[config.mk]
export PLATFORM = sky130hd
export DESIGN_NAME = ex_alu_stage_flat
export DESIGN_NICKNAME = d
export VERILOG_FILES = /design/src/rtl/ex_alu_pkg.sv /design/src/rtl/ex_alu_stage_if.sv /design/src/rtl/ex_alu_stage_alu_core.sv /design/src/rtl/ex_alu_stage.sv /design/src/flat_wrapper.sv
export SDC_FILE = /design/constraint.sdc
export NUM_CORES = 1
export LEC_CHECK = 0
export BUFFER_PORTS_ARGS = -buffer_cell sky130_fd_sc_hd__clkbuf_2
export CAP_MARGIN = 20
export CORE_MARGIN = 2
export CORE_UTILIZATION = 50
export CTS_BUF_LIST = sky130_fd_sc_hd__clkbuf_4 sky130_fd_sc_hd__clkbuf_8
export CTS_CLUSTER_DIAMETER = 150
export DETAILED_ROUTE_END_ITERATION = 6
export PLACE_DENSITY = 0.77
export SLEW_MARGIN = 20
export SYNTH_ARGS = -nofsm -noshare
export SYNTH_HDL_FRONTEND = slang
export SYNTH_SLANG_ARGS = --single-unit
export TNS_END_PERCENT = 30
[constraint.sdc]
create_clock -name clk -period 3.4 [get_ports clk]
set_input_delay 0.68 -clock clk [delete_from_list [all_inputs] [get_ports clk]]
set_output_delay 0.68 -clock clk [all_outputs]
set_load 0.02 [all_outputs]
[src/rtl/ex_alu_pkg.sv]
// Shared opcodes, skid FSM states and the buffered entry layout for the EX ALU stage.
package ex_alu_pkg;

    localparam int unsigned XLEN    = 32;
    localparam int unsigned SHAMT_W = $clog2(XLEN);
    localparam int unsigned RD_W    = 5;
    localparam int unsigned OP_W    = 3;

    localparam logic [OP_W-1:0] OP_ADD = 3'b000;
    localparam logic [OP_W-1:0] OP_SUB = 3'b001;
    localparam logic [OP_W-1:0] OP_AND = 3'b010;
    localparam logic [OP_W-1:0] OP_OR  = 3'b011;
    localparam logic [OP_W-1:0] OP_SLL = 3'b100;
    localparam logic [OP_W-1:0] OP_SLT = 3'b101;
    localparam logic [OP_W-1:0] OP_SRL = 3'b110;
    localparam logic [OP_W-1:0] OP_SRA = 3'b111;

    typedef enum logic [1:0] {
        EMPTY = 2'd0,
        ONE   = 2'd1,
        FULL  = 2'd2
    } state_t;

    typedef struct packed {
        logic [XLEN-1:0] result;
        logic            zero;
        logic [RD_W-1:0] rd;
        logic            illegal;
    } entry_t;

endpackage

[src/rtl/ex_alu_stage_if.sv]
// Issue-side and EX/MEM-side valid/ready handshake of the EX ALU stage.
interface ex_alu_stage_if;
    import ex_alu_pkg::*;

    logic            in_valid;
    logic            in_ready;
    logic [OP_W-1:0] in_operation;
    logic [XLEN-1:0] in_a;
    logic [XLEN-1:0] in_b;
    logic [RD_W-1:0] in_rd;

    logic            out_valid;
    logic            out_ready;
    logic [XLEN-1:0] out_result;
    logic            out_zero;
    logic [RD_W-1:0] out_rd;
    logic            out_illegal;

    modport master (
        output in_valid, in_operation, in_a, in_b, in_rd, out_ready,
        input  in_ready, out_valid, out_result, out_zero, out_rd, out_illegal
    );

    modport slave (
        input  in_valid, in_operation, in_a, in_b, in_rd, out_ready,
        output in_ready, out_valid, out_result, out_zero, out_rd, out_illegal
    );

endinterface

[src/rtl/ex_alu_stage_alu_core.sv]
// Combinational ALU datapath; shifts exist only when ALU_SHIFT_EN is defined.
module alu_core
    import ex_alu_pkg::*;
(
    input  logic [OP_W-1:0] op,
    input  logic [XLEN-1:0] a,
    input  logic [XLEN-1:0] b,
    output logic [XLEN-1:0] result,
    output logic            illegal
);

    always_comb begin
        result  = '0;
        illegal = 1'b0;
        case (op)
            OP_ADD: result = a + b;
            OP_SUB: result = a - b;
            OP_AND: result = a & b;
            OP_OR:  result = a | b;
            OP_SLT: result = XLEN'($signed(a) < $signed(b));
`ifdef ALU_SHIFT_EN
            OP_SLL: result = a << b[SHAMT_W-1:0];
            OP_SRL: result = a >> b[SHAMT_W-1:0];
            OP_SRA: result = XLEN'($signed(a) >>> b[SHAMT_W-1:0]);
`endif
            default: begin
                result  = '0;
                illegal = 1'b1;
            end
        endcase
    end

endmodule

[src/rtl/ex_alu_stage.sv]
// EX stage: ALU result captured at accept into a 2-entry skid (out + skid registers).
// Optional shifter enabled by defining ALU_SHIFT_EN.
module ex_alu_stage
    import ex_alu_pkg::*;
(
    input  logic           clk,
    input  logic           rst_n,
    input  logic           flush,
    ex_alu_stage_if.slave  bus
);

    state_t          state;
    entry_t          out_q;
    entry_t          skid_q;
    logic            out_valid_q;
    logic            in_ready_q;
    entry_t          new_entry;
    logic [XLEN-1:0] alu_result;
    logic            alu_illegal;
    logic            in_fire;
    logic            out_fire;

    alu_core u_alu (
        .op      (bus.in_operation),
        .a       (bus.in_a),
        .b       (bus.in_b),
        .result  (alu_result),
        .illegal (alu_illegal)
    );

    assign in_fire  = bus.in_valid & in_ready_q;
    assign out_fire = out_valid_q & bus.out_ready;

    always_comb begin
        new_entry.result  = alu_result;
        new_entry.zero    = (alu_result == '0);
        new_entry.rd      = bus.in_rd;
        new_entry.illegal = alu_illegal;
    end

    // Skid FSM; out_valid/in_ready are registered alongside the state they decode.
    always_ff @(posedge clk) begin
        if (!rst_n) begin
            state       <= EMPTY;
            out_q       <= '0;
            skid_q      <= '0;
            out_valid_q <= 1'b0;
            in_ready_q  <= 1'b1;
        end else if (flush) begin
            state       <= EMPTY;
            out_valid_q <= 1'b0;
            in_ready_q  <= 1'b1;
        end else begin
            case (state)
                EMPTY: begin
                    if (in_fire) begin
                        out_q       <= new_entry;
                        state       <= ONE;
                        out_valid_q <= 1'b1;
                    end
                end
                ONE: begin
                    if (in_fire && out_fire) begin
                        out_q <= new_entry;
                    end else if (in_fire) begin
                        skid_q     <= new_entry;
                        state      <= FULL;
                        in_ready_q <= 1'b0;
                    end else if (out_fire) begin
                        state       <= EMPTY;
                        out_valid_q <= 1'b0;
                    end
                end
                FULL: begin
                    if (out_fire) begin
                        out_q      <= skid_q;
                        state      <= ONE;
                        in_ready_q <= 1'b1;
                    end
                end
                default: begin
                    state       <= EMPTY;
                    out_valid_q <= 1'b0;
                    in_ready_q  <= 1'b1;
                end
            endcase
        end
    end

    assign bus.in_ready    = in_ready_q;
    assign bus.out_valid   = out_valid_q;
    assign bus.out_result  = out_q.result;
    assign bus.out_zero    = out_q.zero;
    assign bus.out_rd      = out_q.rd;
    assign bus.out_illegal = out_q.illegal;

endmodule

[src/flat_wrapper.sv]
// flat-port wrapper written by rule: the top's interface ports become plain ports
module ex_alu_stage_flat import ex_alu_pkg::*;
  (clk, rst_n, flush, bus_in_valid, bus_in_operation, bus_in_a, bus_in_b, bus_in_rd, bus_out_ready, bus_in_ready, bus_out_valid, bus_out_result, bus_out_zero, bus_out_rd, bus_out_illegal);
  ex_alu_stage_if bus_i ();
  input  logic clk;
  input  logic rst_n;
  input  logic flush;
  input wire logic [$bits(bus_i.in_valid)-1:0] bus_in_valid;
  input wire logic [$bits(bus_i.in_operation)-1:0] bus_in_operation;
  input wire logic [$bits(bus_i.in_a)-1:0] bus_in_a;
  input wire logic [$bits(bus_i.in_b)-1:0] bus_in_b;
  input wire logic [$bits(bus_i.in_rd)-1:0] bus_in_rd;
  input wire logic [$bits(bus_i.out_ready)-1:0] bus_out_ready;
  output wire logic [$bits(bus_i.in_ready)-1:0] bus_in_ready;
  output wire logic [$bits(bus_i.out_valid)-1:0] bus_out_valid;
  output wire logic [$bits(bus_i.out_result)-1:0] bus_out_result;
  output wire logic [$bits(bus_i.out_zero)-1:0] bus_out_zero;
  output wire logic [$bits(bus_i.out_rd)-1:0] bus_out_rd;
  output wire logic [$bits(bus_i.out_illegal)-1:0] bus_out_illegal;
  assign bus_i.in_valid = bus_in_valid;
  assign bus_i.in_operation = bus_in_operation;
  assign bus_i.in_a = bus_in_a;
  assign bus_i.in_b = bus_in_b;
  assign bus_i.in_rd = bus_in_rd;
  assign bus_i.out_ready = bus_out_ready;
  assign bus_in_ready = bus_i.in_ready;
  assign bus_out_valid = bus_i.out_valid;
  assign bus_out_result = bus_i.out_result;
  assign bus_out_zero = bus_i.out_zero;
  assign bus_out_rd = bus_i.out_rd;
  assign bus_out_illegal = bus_i.out_illegal;
  ex_alu_stage u_core (.clk(clk), .rst_n(rst_n), .flush(flush), .bus(bus_i));
endmodule
Word-level counts from Yosys, hierarchy flattened
Cells that the tools add are included.
{"block": "word_totals", "regBits": 82, "in_bits": 77, "out_inout_bits": 41, "word_cells": 70}
{"block": "op_classes", "addsub": 2, "order_cmp": 1, "eq_ne": 14, "muxes": 21, "bitwise_logic": 9, "n_reduce_logical": 12}
{"op": "32-bit case mux with 5 select lines", "count": 1}
{"op": "39-bit two-way mux", "count": 3}
{"op": "39-bit case mux with 3 select lines", "count": 1}
{"op": "32-bit adder", "count": 1}
{"op": "32-bit AND", "count": 1}
{"op": "32-bit logical NOT", "count": 1}
{"op": "32-bit < comparator", "count": 1}
{"op": "32-bit OR", "count": 1}
{"op": "32-bit subtractor", "count": 1}
{"op": "4-bit AND reduction", "count": 3}
{"op": "2-bit two-way mux", "count": 5}
{"op": "2-bit by 1-bit != test with 1-bit output (second input constant)", "count": 5}
{"op": "5-bit AND reduction", "count": 2}
{"op": "1-bit two-way mux", "count": 8}
{"op": "3-bit by 2-bit equality test with 1-bit output (second input constant)", "count": 2}
{"op": "1-bit case mux with 3 select lines", "count": 2}
{"op": "2-bit case mux with 3 select lines", "count": 1}
{"op": "1-bit NOT", "count": 5}
{"op": "5-bit OR reduction", "count": 1}
{"op": "2-bit != test (second input constant)", "count": 2}
{"op": "3-bit by 1-bit equality test with 1-bit output (second input constant)", "count": 1}
{"op": "3-bit equality test (second input constant)", "count": 1}
{"op": "3-bit logical NOT", "count": 1}
{"op": "3-bit by 1-bit != test with 1-bit output (second input constant)", "count": 1}
{"op": "7 further kinds", "count": 8}

Longest topological paths before layout
{"block": "depth", "ltp_word": 5, "depth_mapped": 16}

Hierarchy
Synthesis repeated with hierarchy kept, for this count alone.
{"block": "hier_totals", "hier_cells": 1156, "hier_area_um2": 8597.0}
{"mod": "alu_core", "instances": 1, "cells_per_inst": 725, "area_per_inst_um2": 4888.4, "seq_area_each_um2": 0.0}
{"mod": "ex_alu_stage", "instances": 1, "cells_per_inst": 431, "area_per_inst_um2": 3708.6, "seq_area_each_um2": 1641.6}

Worst setup path before layout
No wires, ideal clock.
{"block": "synth_timing", "kind": "input -> register", "start": "input bus_in_b[5]", "end": "register u_core.out_q, in the netlist u_core.bus.out_zero", "setup_ns": 0.070, "arrival_time_ns": 3.536, "path_slack_ns": -0.206, "cell_stages": 15, "n_path_buf": 1, "cell_sequence": "inv_1 > ha_1 > buf_2 > o211ai_1 > o21a_1 > nor4_1 > o31ai_2 > o41ai_1 > xor2_1 > a22oi_1 > o21ai_1 > nor4_1 > nand3_1 > or3_1 > a21oi_1"}
{"block": "synth_between", "elab_chain_cells": 5, "elab_cells_between_ends": 10, "classes_between": "2 x add/sub; 1 x order compare; 4 x mux; 2 x bitwise; 1 x reduce/logical"}
{"item": "start, declared", "line_no": "flat_wrapper.sv:11", "rtl": "input wire logic [$bits(bus_i.in_b)-1:0] bus_in_b;"}
{"item": "32-bit subtractor (tied with other cells)", "line_no": "ex_alu_stage_alu_core.sv:17", "rtl": "OP_SUB: result = a - b;"}
{"item": "32-bit case mux with 5 select lines (*)", "line_no": "ex_alu_stage_alu_core.sv:15", "rtl": "case (op)"}
{"item": "32-bit logical NOT (*)", "line_no": "ex_alu_stage.sv:36", "rtl": "new_entry.zero = (alu_result == '0);"}
{"item": "39-bit two-way mux (on tied branches)", "line_no": "ex_alu_stage.sv:63, ex_alu_stage.sv:56"}
{"item": "39-bit case mux with 3 select lines (*)", "line_no": "ex_alu_stage.sv:54", "rtl": "case (state)"}
{"item": "end signal, assigned", "line_no": "ex_alu_stage.sv:57", "rtl": "out_q <= new_entry;"}
{"item": "end signal, assigned", "line_no": "ex_alu_stage.sv:64", "rtl": "out_q <= new_entry;"}
{"item": "end signal, assigned", "line_no": "ex_alu_stage.sv:76", "rtl": "out_q <= skid_q;"}
{"item": "end, declared", "line_no": "ex_alu_stage.sv:13", "rtl": "entry_t out_q;"}
Every way passes the cells marked *; elsewhere a longest branch is shown, timed or not. The select of a mux whose other input is x is not followed.
A chain may end at the register's enable or synchronous reset.

Worst setup path in the final report
{"block": "layout_timing", "start": "input bus_in_a[2]", "end": "register u_core.out_q, in the netlist u_core.bus.out_zero"}
{"block": "layout_between", "elab_chain_cells": 5, "elab_cells_between_ends": 10, "classes_between": "2 x add/sub; 1 x order compare; 4 x mux; 2 x bitwise; 1 x reduce/logical"}
{"item": "start, declared", "line_no": "flat_wrapper.sv:10", "rtl": "input wire logic [$bits(bus_i.in_a)-1:0] bus_in_a;"}
{"item": "32-bit subtractor (tied with other cells)", "line_no": "ex_alu_stage_alu_core.sv:17"}
{"item": "32-bit case mux with 5 select lines (*)", "line_no": "ex_alu_stage_alu_core.sv:15"}
{"item": "32-bit logical NOT (*)", "line_no": "ex_alu_stage.sv:36"}
{"item": "39-bit two-way mux (on tied branches)", "line_no": "ex_alu_stage.sv:63, ex_alu_stage.sv:56"}
{"item": "39-bit case mux with 3 select lines (*)", "line_no": "ex_alu_stage.sv:54"}
Marks and branches as above.

==> results.md <==
- Final Max Slew Viols: 0
- Via Count: between 10000 and 15000
- Post-synth EDFFs: 0
- Async SR Flop Fraction: 0%
- Share of post-route cells with drive strength above 1: between 30 and 40%
- Ant. Diodes: 0
- CP Data Required Time: 3.69 ns
- Net switching power: approximately 0.0013 W
- Detailed-route vias per instance: approximately 5.7
- Clock power share: 20.4%
- IO Port Bufs: about 120
- Vias in the first global route: between 9000 and 10000
- H-tree levels: 3
- Setup Skew: about 0.007 ns
- # hold bufs at CTS: 0
- Mapped Nets: 1409
- WL/cell: 16.5 um
- Core area: 17100 um^2
- Maximum clock rate: around 0.28 GHz
- Crit path cell chain: clkbuf_2 -> inv_1 -> ha_2 -> o211a_1 -> a211o_1 -> nand4_2 -> a31oi_4 -> a41oi_2 -> o21ba_1 -> mux2i_1 -> xnor2_1 -> o22ai_1 -> or4_1 -> or3_1 -> a21oi_1
- Max cap viols: 0
- Clk root buf: clkbuf_8
- Clock sink count: ~80
- P&R area growth vs syn: 41.1%
- Global-route wire length before repair: approximately 47 mm
- Share of the synthesized area in the top cell type: around a fifth
- Final Util: about 71%
- Final nets: around 1800
- Syn Inst Count: around 1200
- Largest net degree at the start of global routing: 61
- LEAKAGE: approximately 5.7 nW
- Crit path kind: input pin to register
- Initial DRT Pass Iterations: 6
- Failing checks: negative setup slack
- P per Cell Area: ~280 nW/um^2
- IO Count: around 120
- Worst-skew pair later-pin latency: roughly 0.35 ns
- Internal power: between 0.002 and 0.0025 W
- Seq/Total Area, Yosys: between 10% and 20%
- Critical path endpoint category: register
- Crit-path leading delay family: compound AO/OA/AOI/OAI gates
- CP Launch Type: input pin
- TritonCTS clock tree: built
- Synth area leaders: dfxtp_1, ha_1, nor2_1
- Synth area leader: dfxtp_1
- Worst-path clk slew: approximately 0.080 ns
- CP bufs+invs: 2
- Die Area: between 15000 and 20000 um^2
- Mapped cell area: 8660 um^2
- Chip Height: approximately 140 um
- Setup violators final: 2
- Cells after DPL: approximately 1800
- Max-slew headroom: approximately a quarter
- Minimum clock period after layout: between 3 and 4 ns
- GRT Util Overall: a little under a third
- Post-DP HPWL: 23.8 mm
- Synth unique cells: 80
- Final worst setup slack: -0.176 ns
- Switching share of power: a little under two fifths
- Row cnt: 48
- Overall power: between 0.003 and 0.004 W
- Outcome: finished with violations
- Initial core utilization: between 50% and 60%
- Yosys reg bits: 82
- Logic pwr share: between 50% and 60%
- Synth warn: 0
- Critical Path Slowest Stage Cell: or4_1
- Critical path fanouts, max: 6
- HP Class: register to register
- Unrepaired setup endpoints after global routing: yes
- Die W: 136 um
- GPL Wtd Cong: between 1 and 1.5
- Initial drt markers: around 840
- VDD IR max: between 0.3 and 0.4 mV
- Global route overflow: 0
- Worst EP arrival: ~3.9 ns
- CTS buffer count: 9
- Worst slew pin tran: roughly 1.1 ns
- Finished Layout Cells: about 1800
- Sequential power share: approximately 30%
- Final ANT Viol Nets: 0
- Remaining DRCs: 0
- Syn avg cell area: slightly above 7 um^2
- Clock Path Buffers: 2
- Hold Vio Cnt, Final: 0
- Final worst path period share: 105%
- Routed WL: ~30 mm
- Worst path max stage delay: ~0.54 ns
- Synth Flop Type: dfxtp_1
- Antenna violations before repair: 0
## synth_stat cells (10+ instances only)
cell        n
xnor2_1    23
ha_1      111
xor2_1     10
o211ai_1   16
nor2_1    179
nand3_1    18
o31ai_1    12
nand2_1    99
a21o_1     13
o21ai_0    39
nand2b_1   12
nand4_1    17
a311oi_1   11
inv_1      86
o21ai_1    14
dfxtp_1    82
nor3_1     28
buf_2      18
a21oi_1   118
clkbuf_1   48
nor2b_1    13
a211oi_1   62
nor4_1     15
## power by group through the flow
| stage | clock (W) | sequential, W | combinational [W] |
|---|---|---|---|
| after global placement | 0 | 0.00104 | 0.00157 |
| after detailed placement | 0 | 0.00104 | 0.00159 |
| after floorplan | 0 | 0.00107 | 0.000820 |
| after CTS | 0.000712 | 0.00102 | 0.00165 |
| final | 0.000704 | 0.00102 | 0.00173 |
| after global routing | 0.000754 | 0.00102 | 0.00186 |
## worst reg2reg max path, cell delays in order (launching register included)
cell and delay [ns]:
dfxtp_1 0.33, nand2_1 0.17, nand2_1 0.16, a21oi_1 0.18
or2_2 0.88, nor3_1 0.19, a21oi_1 0.20, nor2_1 0.06
## placed cells by master (no fill, tap or decap), drive strengths merged, types with 23 or more instances in the layout
master / instances
a211oi: 62
a21oi: 118
buf: 316
clkbuf: 128
dfxtp: 82
ha: 111
inv: 93
nand2: 99
nor2: 180
nor3: 29
o21ai: 53
xnor2: 23
## final timing paths
kind,cells after the start,from,slack [ns],end
worst max-delay path,15,bus_in_a[2],-0.18,u_core.bus.out_zero$_SDFFE_PN0P_
worst max register to register,7,u_core.bus.out_valid$_SDFFE_PP0P_,1.09,u_core.bus.out_result[3]$_SDFFE_PN0P_
worst min-delay path,2,u_core.skid_q[3]$_SDFFE_PN0P_,0.46,u_core.skid_q[3]$_SDFFE_PN0P_
worst min register to register,2,u_core.skid_q[3]$_SDFFE_PN0P_,0.46,u_core.skid_q[3]$_SDFFE_PN0P_
## flip-flops by register name, indices dropped and copies added, names as in the netlist
signal / count
u_core.bus.out_valid: 1
u_core.skid_q: 39
u_core.bus.out_rd: 5
u_core.bus.out_illegal: 1
u_core.state: 2
u_core.bus.out_result: 32
u_core.bus.in_ready: 1
u_core.bus.out_zero: 1
## routing by layer
metal / track usage, % / routed length, um / vias to the layer above
li1: - / - / 5070
met4: 10.4 / 738 / 0
met1: 42.6 / 13500 / 4828
met5: 0 / 0 / -
met3: 3.67 / 2060 / 58
met2: 53.1 / 13600 / 449
## kinds of logic (layout without fill, tap and decap cells)
group	Yosys count	in the layout	share of synthesized area [%]
buffers and inverters	173	542	7.97
xor gates and xnor gates	33	33	3.34
AOI/OAI and AO/OA	385	385	30.0
adders and majority gates	113	113	16.5
DFF	82	82	19.0
and+or+nand+nor	428	428	22.7
muxes	5	5	0.592
## what timing repair did
item / in CTS / in global routing
gates resized for setup: 41 / 31
pin swaps: 26 / 5
cloned: 0 / 0
hold endpoints to repair: 0 / 0
endpoints found under the setup margin: 6 / 15
buffers inserted: 6 / 3
## through the flow
step | hold WS, ns | setup slack (ns) | cell area [um^2] | setup TNS [ns]
after floorplan | 0.437 | -0.145 | 8690 | -0.145
after global placement | 0.441 | -0.592 | 11600 | -5.64
after detailed placement | 0.448 | -0.686 | 11600 | -6.41
after CTS | 0.459 | -0.109 | 12000 | -0.109
after global routing | 0.475 | -0.333 | 12200 | -1.02
final | 0.458 | -0.176 | 12200 | -0.288
## final cells by class
class / instances / area (um^2)
Clock buffer: 11 / 145
Clock inverter: 5 / 53.8
Fill cell: 1400 / 4900
Inverter: 93 / 349
Multi-Input combinational cell: 964 / 6740
Sequential cell: 82 / 1640
Tap cell: 225 / 282
Timing Repair Buffer: 433 / 3010
(Power assumes the default switching activity.)
